### src/rtl/synth_pkg.sv
// ---------------------------------------------------------------------------
// synth_pkg
// Shared definitions for the tone path. The tone-to-period lookup and the
// square-wave oscillator both take their period width from here, so the two
// blocks always agree on the width of the period bus between them.
//
// Contents:
//   PERIOD_W    default width of a tone period (in clk cycles)
//   MIN_PERIOD  smallest period the oscillator will run; below this a cycle
//               cannot hold both a high and a low phase
//   osc_state_t oscillator FSM state
// ---------------------------------------------------------------------------
package synth_pkg;

   localparam int PERIOD_W   = 32;
   localparam int MIN_PERIOD = 2;

   typedef enum logic {
      IDLE = 1'b0,
      RUN  = 1'b1
   } osc_state_t;

endpackage : synth_pkg

### src/rtl/square_osc.sv
// ---------------------------------------------------------------------------
// square_osc
// Square-wave tone oscillator. Takes a tone period in clk cycles from the
// tone-to-period lookup plus a note gate and produces a 1-bit square wave.
// Each waveform cycle is floor(P/2) clks high followed by P-floor(P/2) clks
// low. Period and gate are only looked at when a cycle starts (the start
// edge out of IDLE and every boundary edge), so a pitch change or note-off
// always lets the running cycle finish intact.
//
// Ports:
//   clk          system clock
//   rst          synchronous, active-high reset
//   period       requested tone period in clks (clamped up to MIN_PERIOD)
//   gate         note held (1) / released (0), level-sensitive
//   audio_out    registered square-wave output
//   cycle_start  one-clk pulse on the edge a new waveform cycle begins
//   busy         high while the oscillator is running
// ---------------------------------------------------------------------------
module square_osc #(
   parameter int PERIOD_W   = synth_pkg::PERIOD_W,
   parameter int MIN_PERIOD = synth_pkg::MIN_PERIOD
) (
   input  logic                clk,
   input  logic                rst,
   input  logic [PERIOD_W-1:0] period,
   input  logic                gate,
   output logic                audio_out,
   output logic                cycle_start,
   output logic                busy
);

   import synth_pkg::*;

   localparam logic [PERIOD_W-1:0] MIN_P = PERIOD_W'(MIN_PERIOD);
   localparam logic [PERIOD_W-1:0] ONE   = PERIOD_W'(1);

   osc_state_t          state_q, state_d;
   logic [PERIOD_W-1:0] cnt_q, cnt_d;
   logic [PERIOD_W-1:0] ap_q, ap_d;       // period of the cycle in progress
   logic                audio_d, cs_d, busy_d;

   logic [PERIOD_W-1:0] eff_period;
   logic [PERIOD_W-1:0] half;
   logic                at_boundary;
   logic                at_fall;

   // Clamp tiny requests so every cycle has at least one high and one low clk.
   assign eff_period = (period < MIN_P) ? MIN_P : period;

   // ap_q is never below MIN_PERIOD while in RUN, so half >= 1 and the
   // minus-one compares below cannot underflow there.
   assign half        = ap_q >> 1;
   assign at_boundary = (cnt_q == ap_q - ONE);
   assign at_fall     = (cnt_q == half - ONE);

   // -------------------------------------------------------------------------
   // Next-state / output logic
   // -------------------------------------------------------------------------
   always_comb begin
      state_d = state_q;
      cnt_d   = cnt_q;
      ap_d    = ap_q;
      audio_d = audio_out;
      cs_d    = 1'b0;
      busy_d  = busy;

      unique case (state_q)
         IDLE: begin
            audio_d = 1'b0;
            busy_d  = 1'b0;
            if (gate) begin
               ap_d    = eff_period;
               cnt_d   = '0;
               audio_d = 1'b1;
               cs_d    = 1'b1;
               busy_d  = 1'b1;
               state_d = RUN;
            end
         end

         RUN: begin
            if (at_boundary) begin
               // Only place in RUN where gate and period are consulted.
               if (gate) begin
                  ap_d    = eff_period;
                  cnt_d   = '0;
                  audio_d = 1'b1;
                  cs_d    = 1'b1;
               end else begin
                  state_d = IDLE;
                  cnt_d   = '0;
                  audio_d = 1'b0;
                  busy_d  = 1'b0;
               end
            end else if (at_fall) begin
               audio_d = 1'b0;
               cnt_d   = cnt_q + ONE;
            end else begin
               cnt_d   = cnt_q + ONE;
            end
         end

         default: begin
            state_d = IDLE;
            cnt_d   = '0;
            audio_d = 1'b0;
            busy_d  = 1'b0;
         end
      endcase
   end

   // -------------------------------------------------------------------------
   // State register; reset aborts any cycle in progress immediately.
   // -------------------------------------------------------------------------
   always_ff @(posedge clk) begin
      if (rst) begin
         state_q     <= IDLE;
         cnt_q       <= '0;
         ap_q        <= '0;
         audio_out   <= 1'b0;
         cycle_start <= 1'b0;
         busy        <= 1'b0;
      end else begin
         state_q     <= state_d;
         cnt_q       <= cnt_d;
         ap_q        <= ap_d;
         audio_out   <= audio_d;
         cycle_start <= cs_d;
         busy        <= busy_d;
      end
   end

endmodule : square_osc

### config.mk
export PLATFORM = sky130hd
export DESIGN_NAME = square_osc
export DESIGN_NICKNAME = d
export VERILOG_FILES = /design/src/rtl/synth_pkg.sv /design/src/rtl/square_osc.sv
export SDC_FILE = /design/constraint.sdc
export NUM_CORES = 1
export LEC_CHECK = 0
export CAP_MARGIN = 30
export CORE_MARGIN = 2
export CORE_UTILIZATION = 60
export DETAILED_ROUTE_END_ITERATION = 10
export HOLD_SLACK_MARGIN = 0.12
export PLACE_DENSITY = 0.92
export SETUP_SLACK_MARGIN = 0.15
export SYNTH_ARGS = -nofsm -noshare
export SYNTH_HDL_FRONTEND = slang
export SYNTH_SLANG_ARGS = --single-unit
### constraint.sdc
create_clock -name clk -period 5.11 [get_ports clk]
set_input_delay 1.022 -clock clk [delete_from_list [all_inputs] [get_ports clk]]
set_output_delay 1.022 -clock clk [all_outputs]
set_load 0.02 [all_outputs]
==> results.toml, run 1 <==
[die]
row_count = 33
die_y_um = 95.2
die_w_um = 95.2
initial_core_util = 0.613
ioPinCount = 38
coreArea_sq_um = 8130
design.die.area_sq_um = 9060

[critical_path]
critPathLaunchType = "register"
cp.depth = 11
reg2reg_setup_slack_ps = 1010
crit_path_end = "cnt_q[21]"
critPathBufInv = 2
cp_slowest_cell = "a21oi_2"
r2r-start = "ap_q[2]"
worst_ep_arrival_time_ps = 4340
crit_family = "simple AND/OR/NAND/NOR gates"
worstPathCellList = "inv_1 -> ha_1 -> nor4b_2 -> nand2_1 -> or4_1 -> a211o_1 -> a2111oi_2 -> nand4_1 -> a21oi_2 -> buf_4 -> nor3_1"
ff2ff_path_depth = 11
path_class = "register to register"
timing.rr.end = "cnt_q[21]"
critPathMaxStageDelay_ps = 570
end_kind = "register"
critical_path.max_fanout = 17
required_ps = 5360
setup.worst_path.start = "ap_q[2]"

[clock_tree]
cts_buffers = 9
clk_pin_slew_ps = 80
clk_latency_ps = 360
hold_buffers = 0
cts_tree = "built"
htree_levels = 3
root_buffer = "clkbuf_8"
post_cts_buffers = 0
cts_sinks = 68
clock_path_buffers = 2
cts_resized = 0

[timing]
rsz0062_at_grt = "false"
worst_slew_pin_slew_ps = 1050
fmax_ghz = 0.244
post-route-min-period_ps = 4100
finalHoldViolations = 0
skew_ps = 13.2
period_share = 0.802
tns_ps = 0
relSlewSlack = 0.296
setup_violations = 0
drv_slew = 0

[yosys]
ys_async_sr_fraction = 0
ys_ff_latch = 68
syn_inst = 615
synth_cell_types = 64
synth_seq_area_share = 0.273
synth_edf_count = 0
yosys.cell_count.top_type = "nor2_1"
syn-mean-instance-area_sq_um = 8.11
synth_top_area_share = 0.273
synth_area_leaders = "dfxtp_1 27%, xnor2_1 11%, xor2_1 8.3%, mux2i_1 6.2%, nor2_1 5.3%"
synth_top_cells_by_count = "70 x nor2_1, 68 x dfxtp_1, 63 x xnor2_1"
yosys.area.top_type = "dfxtp_1"
yosys_warnings = 0
yosys_most_used_dff = "dfxtp_1"
syn-num-nets = 653
synth_area_sq_um = 4990

[power_and_ir_drop]
total_power_w = 0.00156
leakagePower_nw = 2.07
ir_drop_uv = 164
p_per_area_nw_per_um2 = 281

[route]
vias = 4767
dr.pass1.iters = 5
antenna_left = 0
avgRoutedWirePerCell_um = 19.4
wl_mm = 14.1
drc = 0
drt_iter0_drc = 303
viasPerCell = 6.58

[flow_run]
drv_cap = 0

[grt]
grt_pass1_wl_mm = 22.6
grt_pass1_vias = 4519
grt_overflow = 0
track_usage = 0.326
grt_start_max_net_pins = 41
antenna_found_initial = 0

[hold_path]
hp-class = "register to register"

[run_status]
status = "finished, final reports clean"

[placed_design]
gp_congestion = 0.984
portBuffers = 37
dp_hpwl_mm = 10.6

[cells_and_area]
layout-area-overhead-vs-synth_pct = 11.7
diodes = 0
drive_gt1_frac = 0.0694
nets = 653
==> flip-flops by register name, summed over array words and instances (netlist names) <==
signal / count
audio_out: 1
cnt_q: 32
busy: 1
cycle_start: 1
state_q: 1
ap_q: 32
==> how the worst min path moves through the flow <==
| stage | startpoint | endpoint | slack (ps) | cells past startpoint |
|---|---|---|---|---|
| final | busy | busy | 470 | 2 |
| after global routing | busy | busy | 520 | 2 |
| after CTS | busy | busy | 480 | 2 |
| after detailed placement | busy | busy | 470 | 2 |
| after global placement | busy | busy | 460 | 2 |
| after floorplan | ap_q[0] | ap_q[0] | 490 | 2 |
==> kinds of logic (layout without fill, tap and decap cells) <==
| logic type | after synthesis | after routing | synth area share |
|---|---|---|---|
| XOR/XNOR | 110 | 110 | 0.193 |
| multiplexers | 33 | 33 | 0.0668 |
| adder cells (fa/ha/maj) | 3 | 3 | 0.00753 |
| AND/OR/NAND/NOR | 270 | 270 | 0.300 |
| flip-flops | 68 | 68 | 0.273 |
| buffers and inverters | 63 | 68 | 0.0565 |
| AO/OA/AOI/OAI | 68 | 68 | 0.103 |
==> report_power, final <==
group | internal (W) | total (W) | switching (W) | leakage [nW]
clock | 0.000353 | 0.000586 | 0.000234 | 0.126
combinational | 0.000168 | 0.000385 | 0.000217 | 1.39
sequential | 0.000548 | 0.000593 | 0.0000450 | 0.554
total | 0.00107 | 0.00156 | 0.000495 | 2.07
==> layer usage <==
layer	up-vias	global-route usage	share of wire	wire [um]
met2	236	0.536	0.47	6590
met3	52	0.0538	0.069	968
li1	2202	-	-	-
met4	0	0.174	0.049	682
met1	2277	0.408	0.41	5820
met5	-	0	0	0
==> through the flow <==
stage	area [sq um]	setup WS [ps]	utilization	hold WS [ps]	cells
3_5_place_dp	5310	1080	0.653	470	709
5_1_grt	5570	712	0.685	516	725
3_3_place_gp	5290	1200	0.651	464	708
2_1_floorplan	4990	1860	-	494	615
6_report	5570	1010	0.685	473	725
4_1_cts	5570	1060	0.685	480	725
==> area by class of cell <==
| class | count | area [sq um] |
|---|---|---|
| clock buffer | 11 | 151 |
| clock inverter | 5 | 106 |
| inverter | 10 | 37.5 |
| multi-input combinational | 484 | 3370 |
| fill | 685 | 2560 |
| sequential | 68 | 1360 |
| tap | 105 | 131 |
| timing repair buffer | 42 | 415 |
==> tightest hold or removal path, cell delays in order (launching register included) <==
cell	delay (ps)
dfxtp_1	310
inv_1	40
a221oi_1	60
==> placed cells by master (no fill, tap or decap), types with 10 or more instances in the layout <==
cell             count
mux2i_1             31
dfxtp_1             68
clkbuf_8            11
nand4_1             24
nor3_1              43
clkdlybuf4s50_1     36
xnor2_1             63
nand3_1             22
inv_1               10
nor2_1              70
xor2_1              47
nand2_1             29
nor4_1              23
No activity file was read; power rests on OpenSTA's default activity.
==> run 2: changes to the inputs <==
Clock period 5.11 ns to 3.9 ns, I/O delays scaled along.
==> run 2 against run 1 <==
  * Power is 20% higher
  * Non-clock buffer count is 12 higher
  * Register-to-register slack worse by 700 ps
  * Clock skew is 4.3 ps lower
  * Largest cell class unchanged
  * Largest power group unchanged
  * First-iteration DRC count is 63% higher
  * Combinational power is 42% higher
  * Final cell count is 1.7% higher
==> results.toml, run 2 (same netlist as run 1, synthesis figures left out) <==
[run_status]
status = "finished, final reports clean"

[route]
vias = 4781
avgRoutedWirePerCell_um = 19.4
antenna_left = 0
viasPerCell = 6.49
dr.pass1.iters = 5
wl_mm = 14.3
drt_iter0_drc = 495
drc = 0

[timing]
tns_ps = 0
rsz0062_at_grt = "false"
period_share = 0.920
worst_slew_pin_slew_ps = 782
relSlewSlack = 0.475
setup_violations = 0
skew_ps = 8.87
drv_slew = 0
finalHoldViolations = 0
post-route-min-period_ps = 3590
fmax_ghz = 0.279

[cells_and_area]
drive_gt1_frac = 0.0839
mostFrequentLayoutCells = "70 x nor2_1, 68 x dfxtp_1, 63 x xnor2_1"
final_cells = 737
nets = 665
layout-area-overhead-vs-synth_pct = 12.3
diodes = 0
top_regs = "ap_q (32), cnt_q (32)"
final_common_cell = "nor2_1"
fin_util = 0.688

[critical_path]
ff2ff_path_depth = 10
crit_family = "simple AND/OR/NAND/NOR gates"
crit_path_end = "ap_q[29]"
setup.worst_path.start = "ap_q[0]"
required_ps = 4110
worstPathCellList = "inv_1 -> ha_1 -> nor3b_2 -> nand4_1 -> or3_4 -> a2111oi_4 -> a41oi_4 -> buf_6 -> mux2i_1 -> nor2_1"
path_class = "register to register"
critPathMaxStageDelay_ps = 510
cp.depth = 10
timing.rr.end = "ap_q[29]"
reg2reg_setup_slack_ps = 310
r2r-start = "ap_q[0]"
critical_path.max_fanout = 23
critPathLaunchType = "register"
worst_ep_arrival_time_ps = 3800
critPathBufInv = 2
end_kind = "register"
cp_slowest_cell = "or3_4"

[clock_tree]
cts_buffers = 9
clk_latency_ps = 350
clock_path_buffers = 2
htree_levels = 3
clk_pin_slew_ps = 70
post_cts_buffers = 0
cts_tree = "built"
cts_sinks = 68
root_buffer = "clkbuf_8"

[die]
die_w_um = 95.2
design.die.area_sq_um = 9060
initial_core_util = 0.613
die_y_um = 95.2
row_count = 33
coreArea_sq_um = 8130
ioPinCount = 38

[placed_design]
placed_cells = 721
gp_congestion = 0.986
portBuffers = 37
dp_hpwl_mm = 10.7

[grt]
track_usage = 0.339
grt_overflow = 0
grt_start_max_net_pins = 43
grt_pass1_wl_mm = 23.7
antenna_found_initial = 0
grt_pass1_vias = 4663

[power_and_ir_drop]
p_per_area_nw_per_um2 = 336
ir_drop_uv = 192
leakagePower_nw = 2.10
total_power_w = 0.00188

[hold_path]
hp-class = "register to register"

[flow_run]
drv_cap = 0
-- run 2: changes by cell type in the layout (fill, tap and decap cells not counted), moves of 2 or more --
| cell | delta |
|---|---|
| clkbuf_1 | +2 |
| clkbuf_8 | -2 |
| buf_4 | +12 |
| clkinv_2 | +3 |
| bufinv_16 | -2 |
-- run 2: per-stage QoR --
step	hold slack (ps)	setup WS, ps	cell area (sq um)
floorplan	494	653	4990
global placement	464	371	5390
detailed placement	477	252	5390
CTS	488	252	5570
global route	509	173	5600
finish	476	313	5600
-- run 2: worst reg2reg max path: cells and delay by family (launching register included) --
| family | cells | cell delay [ps] |
|---|---|---|
| flops | 1 | 400 |
| mux | 1 | 200 |
| fa+ha+maj | 1 | 250 |
| buf+inv | 2 | 430 |
| compound gates | 2 | 740 |
| simple gates | 4 | 1420 |
-- run 2: power breakdown --
group,switching (W),leakage (nW),internal (W)
sequential,0.0000520,0.554,0.000718
combinational,0.000308,1.46,0.000237
clock,0.000275,0.0931,0.000292
total,0.000635,2.10,0.00125
-- run 2: what timing repair did --
action | 4_1_cts | 5_1_grt
endpoints found under the hold margin | 0 | 0
setup endpoints to repair | 0 | 61
hold buffers | 0 | 0
resized for setup | 0 | 3
-- run 2: final cells by class --
type                            count  area (sq um)
Clock inverter                      5          52.6
Multi-Input combinational cell    484          3390
Sequential cell                    68          1360
Tap cell                          105           131
Inverter                           10          37.5
Clock buffer                       11           131
Timing Repair Buffer               54           497
Fill cell                         653          2540
-- run 2: routing by layer --
metal  vias up  track usage  routed length (um)
li1       2224            -                   -
met1      2272        0.415                5850
met2       223        0.579                6900
met3        62       0.0561                 960
met4         0        0.158                 609
met5         -            0                   0
-- run 2: worst min path at each step --
stage               startpoint  endpoint  slack, ps  cells after the start
global route              busy      busy        510                      2
finish                    busy      busy        480                      2
CTS                       busy      busy        490                      2
floorplan              ap_q[0]   ap_q[0]        490                      2
detailed placement        busy      busy        480                      2
global placement          busy      busy        460                      2
==> run 3: changes to the inputs <==
Settings changed: CAP_MARGIN 30 to 20.
==> results of run 3 <==
No change in the layout: final DEF, timing and power equal those of run 2.
